`src/rtl/register_bank_4x46.sv`:
```
// Four 46-bit registers with write port, per-register written flags and a
// write-after-write busy scoreboard. Optional same-cycle write bypass: REG_BANK_WRITE_BYPASS_EN.
module register_bank_4x46 (
  input  logic        clk,
  input  logic        rst_n,
  input  logic        WE,
  input  logic [1:0]  WA,
  input  logic [45:0] D,
  input  logic        RSV,
  input  logic [1:0]  RA,
  input  logic        CLR,
  output logic [45:0] R0,
  output logic [45:0] R1,
  output logic [45:0] R2,
  output logic [45:0] R3,
  output logic [3:0]  VLD,
  output logic [3:0]  BUSY,
  output logic        STALL
);

  localparam int unsigned W = 46;
  localparam int unsigned N = 4;

  logic [W-1:0] regs_q [N];
  logic [W-1:0] rd     [N];
  logic [N-1:0] vld_q;
  logic [N-1:0] busy_q;
  logic [N-1:0] busy_d;
  logic [N-1:0] wr_dec;
  logic [N-1:0] rsv_dec;
  logic         stall;
  logic         rsv_acc;

  // Reserve arbitration: a write to the same register frees it for the new producer.
  always_comb begin
    wr_dec  = '0;
    rsv_dec = '0;
    stall   = RSV & busy_q[RA] & ~(WE & (WA == RA)) & ~CLR;
    rsv_acc = RSV & ~stall & ~CLR;
    if (WE)      wr_dec[WA]  = 1'b1;
    if (rsv_acc) rsv_dec[RA] = 1'b1;
    busy_d = (busy_q & ~wr_dec) | rsv_dec;
  end

  always_ff @(posedge clk or negedge rst_n) begin
    if (!rst_n) begin
      for (int i = 0; i < N; i++) regs_q[i] <= '0;
      vld_q  <= '0;
      busy_q <= '0;
    end else if (CLR) begin
      for (int i = 0; i < N; i++) regs_q[i] <= '0;
      vld_q  <= '0;
      busy_q <= '0;
    end else begin
      if (WE) regs_q[WA] <= D;
      vld_q  <= vld_q | wr_dec;
      busy_q <= busy_d;
    end
  end

  // Read view: registered contents, optionally overlaid with the in-flight write.
  always_comb begin
    for (int i = 0; i < N; i++) rd[i] = regs_q[i];
`ifdef REG_BANK_WRITE_BYPASS_EN
    if (WE && !CLR) rd[WA] = D;
`endif
  end

  assign R0    = rd[0];
  assign R1    = rd[1];
  assign R2    = rd[2];
  assign R3    = rd[3];
  assign VLD   = vld_q;
  assign BUSY  = busy_q;
  assign STALL = stall;

endmodule
```
`config.mk`:
```
export PLATFORM = sky130hd
export DESIGN_NAME = register_bank_4x46
export DESIGN_NICKNAME = d
export VERILOG_FILES = /design/src/rtl/register_bank_4x46.sv
export SDC_FILE = /design/constraint.sdc
export NUM_CORES = 1
export LEC_CHECK = 0
export BUFFER_PORTS_ARGS = -buffer_cell sky130_fd_sc_hd__buf_2
export CELL_PAD_IN_SITES_DETAIL_PLACEMENT = 0
export CELL_PAD_IN_SITES_GLOBAL_PLACEMENT = 2
export CORE_ASPECT_RATIO = 1.75
export CORE_MARGIN = 10
export CORE_UTILIZATION = 27
export CTS_BUF_LIST = sky130_fd_sc_hd__clkbuf_8
export CTS_CLUSTER_SIZE = 10
export DETAILED_ROUTE_END_ITERATION = 16
export GPL_TIMING_DRIVEN = 0
export PLACE_DENSITY = 0.81
export SKIP_CTS_REPAIR_TIMING = 1
export SYNTH_ARGS = -nofsm -noshare
export SYNTH_HDL_FRONTEND = slang
export SYNTH_SLANG_ARGS = --single-unit
export TNS_END_PERCENT = 30
```
`constraint.sdc`:
```
create_clock -name clk -period 1.45 [get_ports clk]
set_input_delay 0.29 -clock clk [delete_from_list [all_inputs] [get_ports clk]]
set_output_delay 0.29 -clock clk [all_outputs]
set_load 0.005 [all_outputs]
```
==> results of run 1 <==
## cell families after synthesis
| group | count (synthesis) | share of synthesized area |
|---|---|---|
| flip-flops | 192 | 0.631 |
| buffers and inverters | 65 | 0.0388 |
| AO/OA/AOI/OAI | 188 | 0.126 |
| multiplexers | 1 | 0.00296 |
| XOR/XNOR | 2 | 0.00230 |
| AND/OR/NAND/NOR | 392 | 0.199 |
## layer usage
| layer | global-route usage | part of all wire |
|---|---|---|
| met1 | 0.179 | 0.37 |
| met2 | 0.316 | 0.55 |
| met3 | 0.0366 | 0.043 |
| met4 | 0.0699 | 0.027 |
| met5 | 0 | 0 |
## stage by stage
stage                     area, µm²  setup WS (ns)   util  hold slack (ns)
after floorplan                7610         0.0343      -         -0.00559
after global placement         9300          -3.38  0.334            0.475
after detailed placement       9340         -0.464  0.335            0.414
after CTS                      9780         -0.602  0.351           -0.166
after global routing           9820         -0.604  0.352           -0.131
final                          9820         -0.524  0.352           -0.175
## final timing paths
path                       slack, ns            endpoint  depth (start not counted)              start
max                            -0.52               STALL                          3  BUSY[3]$_DFF_PN0_
min                            -0.18  R1[41]$_DFFE_PN0P_                          1              rst_n
max reg2reg                     0.63   BUSY[0]$_DFF_PN0_                          3  BUSY[0]$_DFF_PN0_
min reg2reg                     0.51    VLD[2]$_DFF_PN0_                          2   VLD[2]$_DFF_PN0_
max in group asynchronous       0.67  R0[23]$_DFFE_PN0P_                          2              rst_n
min in group clk                0.04  R3[40]$_DFFE_PN0P_                          3              D[40]
## where the power goes
part           total, W  switching [W]  internal (W)
Combinational   0.00110       0.000747      0.000352
Clock           0.00405        0.00207       0.00198
Sequential      0.00562      0.0000968       0.00552
Total            0.0108        0.00291       0.00785
## critical path, delay by kind of cell, from the launching register on
kind                   cells  cell delay [ns]
multiplexers               1             0.46
flip-flops                 1             0.41
AND/OR/NAND/NOR            1             0.18
buffers and inverters      1             0.12
## final cells by class
class,count,area [µm²],area share
antenna,1,2.50,0.000255
buffer,64,293,0.0298
clock buffer,19,262,0.0266
clock inverter,13,183,0.0186
inverter,1,3.75,0.000382
multi-input combinational,583,2510,0.256
sequential,192,4800,0.489
tap,373,467,0.0475
timing repair buffer,248,1290,0.131
## cells in the mapped netlist, drive strengths merged
cell type / count
and4b: 1
mux4: 1
xnor2: 2
buf: 31
a2bb2oi: 1
nand3b: 2
and3: 1
clkbuf: 33
nand3: 2
inv: 1
a32oi: 2
dfrtp: 192
nor2: 12
nand2: 369
and3b: 2
a21oi: 185
nor3b: 2
or3b: 1
## state kept, by name, indices dropped and copies added (netlist names)
name	flops
BUSY	4
R0	46
R3	46
VLD	4
R1	46
R2	46
==> flow_metrics.env, run 1 <==
export IMPL_final_cell_mix="nand2_1 (369), buf_2 (271), dfrtp_1 (192)"
export IMPL_start_util=0.273
export IMPL_synthTopCellsByArea="dfrtp_1 (63%), nand2_1 (18%), a21oi_1 (12%)"
export IMPL_final_common_cell="nand2_1"
export IMPL_whs_ns=-0.175
export IMPL_max_freq_ghz=0.507
export IMPL_cts_buffers=17
export IMPL_syn_to_final_growth_pct=29.0
export IMPL_yosys_area_top_type="dfrtp_1"
export IMPL_crit_slowest_cell="mux4_2"
export IMPL_maxCapViolCount=0
export IMPL_dieArea_um2=35600
export IMPL_slowest_delay_ns=0.46
export IMPL_grtUsageTotal=0.170
export IMPL_worst_pin_slew_ns=0.868
export IMPL_path_clk_slew_ns=0.10
export IMPL_ys_seq_elements=192
export IMPL_chipHeight_um=242
export IMPL_num_vias=6649
export IMPL_p_leak_nw=4.92
export IMPL_grt_max_degree=108
export IMPL_mappedNetlistArea_um2=7610
export IMPL_syn_num_nets=895
export IMPL_crit_chain="mux4_2 -> and4b_1 -> buf_2"
export IMPL_setup_ws_ns=-0.524
export IMPL_viasPerCell=4.45
export IMPL_core_um2=27900
export IMPL_powerDensity_nw_per_um2=1100
export IMPL_ant_nets=0
export IMPL_criticalPathCategory="register to primary output"
export IMPL_fin_nets=1162
export IMPL_port_buffers=244
export IMPL_startpoint_type="register"
export IMPL_finalSetupTns_ns=-0.554
export IMPL_drt_wl_total_um=30300
export IMPL_critPathArrivalTime_ns=1.68
export IMPL_avgRoutedWirePerCell_um=20.3
export IMPL_overflow=0
export IMPL_rsz0062_at_grt="yes"
export IMPL_fin_worst_skew_ns=0
export IMPL_ys_seq_area_frac=0.631
export IMPL_fin_crit_sh=1.36
export IMPL_cts_root_buffer="clkbuf_8"
export IMPL_dr_first_iter_drc_count=378
export IMPL_htreeDepth=4
export IMPL_critPathCaptureType="primary output"
export IMPL_slew_headroom=0.421
export IMPL_finalMaxSlewViolations=0
export IMPL_drive_gt1_frac=0.280
export IMPL_clock_sinks=192
export IMPL_clk_latency_ns=0.50
export IMPL_violations="negative hold slack, negative setup slack"
export IMPL_synthDistinctLibCells=21
export IMPL_post_route_drc_count=0
export IMPL_final_cells=1494
export IMPL_finalPower_w=0.0108
export IMPL_grt_pass1_wl_um=45700
export IMPL_post_route_min_period_ns=1.97
export IMPL_path_max_fanout=3
export IMPL_outcome="finished with violations"
export IMPL_setup_violations=2
export IMPL_syn_inst=840
export IMPL_antenna_found_initial=1
export IMPL_hold_viol=106
export IMPL_placedCellCount=1458
export IMPL_cp_required_ns=1.16
export IMPL_nFillCells=2994
export IMPL_grt_pass1_vias=6993
export IMPL_synth_avg_cell_area_um2=9.06
export IMPL_dp_hpwl_um=22600
export IMPL_die_w_um=147
export IMPL_synth_top_cell_area_share=0.631
export IMPL_ios=248
export IMPL_drt_pass1_iter_count=5
export IMPL_place_gp_congestion=0.791
export IMPL_yosys_warnings=0
export IMPL_cts_buffer_depth=2
export IMPL_ir_drop_mv=0.527
export IMPL_hold_path_class="primary input to asynchronous set/reset pin"
export IMPL_cts_tree="built"
export IMPL_row_count=81
(Power assumes the default switching activity.)
==> inputs of run 2 (changes only) <==
Settings changed: CORE_UTILIZATION 27 to 30, PLACE_DENSITY 0.81 to 0.85.
Clock period 1.45 ns to 1.9 ns, I/O delays scaled along.
==> run 2 against run 1 <==
Compared with the run above:
- the run ends with negative setup slack left
- clock power shrank 29%
- final area shrank 1.2%
- count of clock-buffer cells in the layout shrank 1
- critical path depth is the same
- die area shrank 8.9%
- first-iteration DRC count grew 18%
- non-clock buffer count shrank 1
- global-route usage grew 0.74 points
- via count grew 1.5%
- clock skew is the same
- cell count shrank 3.9%
- hold slack gained 0.32 ns
- critical path type unchanged
- critical endpoint unchanged
- largest cell class unchanged
- largest power group unchanged
==> flow_metrics.env, run 2 (synthesis gave the netlist of run 1 again) <==
export IMPL_outcome="finished with violations"
export IMPL_violations="negative setup slack"
export IMPL_ant_nets=0
export IMPL_post_route_util=0.386
export IMPL_p_leak_nw=4.88
export IMPL_r2r_slack_ns=1.04
export IMPL_dr_first_iter_drc_count=446
export IMPL_antenna_found_initial=1
export IMPL_ios=248
export IMPL_hold_path_class="primary input to register"
export IMPL_slew_headroom=0.509
export IMPL_chipHeight_um=231
export IMPL_num_vias=6746
export IMPL_max_freq_ghz=0.487
export IMPL_setup_violations=1
export IMPL_fin_worst_skew_ns=0
export IMPL_clk_latency_ns=0.49
export IMPL_ir_drop_mv=0.470
export IMPL_path_max_fanout=3
export IMPL_worst_pin_slew_ns=0.737
export IMPL_row_count=77
export IMPL_drive_gt1_frac=0.277
export IMPL_cts_buffers=17
export IMPL_htreeDepth=4
export IMPL_final_cell_mix="nand2_1 (369), buf_2 (272), dfrtp_1 (192)"
export IMPL_post_route_min_period_ns=2.06
export IMPL_rsz0062_at_grt="yes"
export IMPL_port_buffers=244
export IMPL_maxCapViolCount=0
export IMPL_core_um2=25100
export IMPL_grt_pass1_vias=6984
export IMPL_drt_pass1_iter_count=4
export IMPL_cts_tree="built"
export IMPL_multi_input_area_um2=2510
export IMPL_cts_root_buffer="clkbuf_8"
export IMPL_final_cells=1436
export IMPL_finalMaxSlewViolations=0
export IMPL_die_w_um=140
export IMPL_fin_nets=1161
export IMPL_placedCellCount=1401
export IMPL_avgRoutedWirePerCell_um=20.2
export IMPL_drt_wl_total_um=29000
export IMPL_place_gp_congestion=0.808
export IMPL_setup_ws_ns=-0.155
export IMPL_fin_crit_sh=1.08
export IMPL_grtUsageTotal=0.177
export IMPL_nFillCells=2663
export IMPL_hold_viol=0
export IMPL_dp_hpwl_um=21400
export IMPL_dieArea_um2=32400
export IMPL_startpoint_type="register"
export IMPL_path_clk_slew_ns=0.10
export IMPL_criticalPathCategory="register to primary output"
export IMPL_powerDensity_nw_per_um2=825
export IMPL_critPathCaptureType="primary output"
export IMPL_syn_to_final_growth_pct=27.4
export IMPL_register_area_um2=4800
export IMPL_post_route_drc_count=0
export IMPL_viasPerCell=4.70
export IMPL_overflow=0
export IMPL_critPathArrivalTime_ns=1.68
export IMPL_final_common_cell="nand2_1"
export IMPL_cp_required_ns=1.52
export IMPL_cts_buffer_depth=2
export IMPL_grt_pass1_wl_um=43800
export IMPL_clock_sinks=192
export IMPL_grt_max_degree=103
export IMPL_start_util=0.303
run 2: cell count changes in the layout (fill, tap and decap cells not counted), sizes merged:
cell         change
bufinv           -1
buf              -2
inv              -2
clkinvlp         +4
clkbuf           -1
dlygate4sd3      +1
run 2: path summary, 6_finish.rpt:
path / startpoint / to / depth (start not counted)
min reg2reg: VLD[3]$_DFF_PN0_ / VLD[3]$_DFF_PN0_ / 2
max: BUSY[2]$_DFF_PN0_ / STALL / 3
min: D[35] / R3[35]$_DFFE_PN0P_ / 3
min in group asynchronous: rst_n / R3[42]$_DFFE_PN0P_ / 2
max reg2reg: BUSY[2]$_DFF_PN0_ / BUSY[2]$_DFF_PN0_ / 3
max in group asynchronous: rst_n / R2[19]$_DFFE_PN0P_ / 3
run 2: area by class of cell:
cell class              instances  area share
clock buffers                  18      0.0255
inverters                       1    0.000387
multi-input cells             583       0.259
well taps                     316      0.0407
flip-flops and latches        192       0.495
repair buffers                247       0.132
clock inverters                14      0.0173
plain buffers                  64      0.0300
diodes                          1    0.000258
run 2: critical path: stages (launching register included):
cell and delay (ns):
dfrtp_1 0.42, mux4_2 0.45, and4b_1 0.18, buf_2 0.12
run 2: per-layer routing:
layer,track usage,vias to the layer above,wire length (µm)
met3,0.0454,40,1540
met5,0,-,0
met1,0.191,3282,10800
met4,0.0913,0,1010
li1,-,3232,-
met2,0.310,192,15600
run 2: stage by stage:
step	worst slack (ns)	hold slack (ns)	cell area (µm²)	TNS, ns	power [W]
6_report	-0.155	0.142	9700	-0.155	0.00800
5_1_grt	-0.242	0.0938	9700	-0.242	0.00839
4_1_cts	-0.226	-0.122	9680	-0.226	0.00814
3_5_place_dp	-0.0707	0.453	9270	-1.77	0.00522
3_3_place_gp	-2.98	0.475	9230	-565.75	0.00520
2_1_floorplan	0.214	0.0844	7610	0	0.00468
run 2: power by group:
part / leakage, nW / switching [W] / internal, W
Clock: 0.204 / 0.00156 / 0.00133
Combinational: 2.03 / 0.000563 / 0.000266
Sequential: 2.64 / 0.0000707 / 0.00421
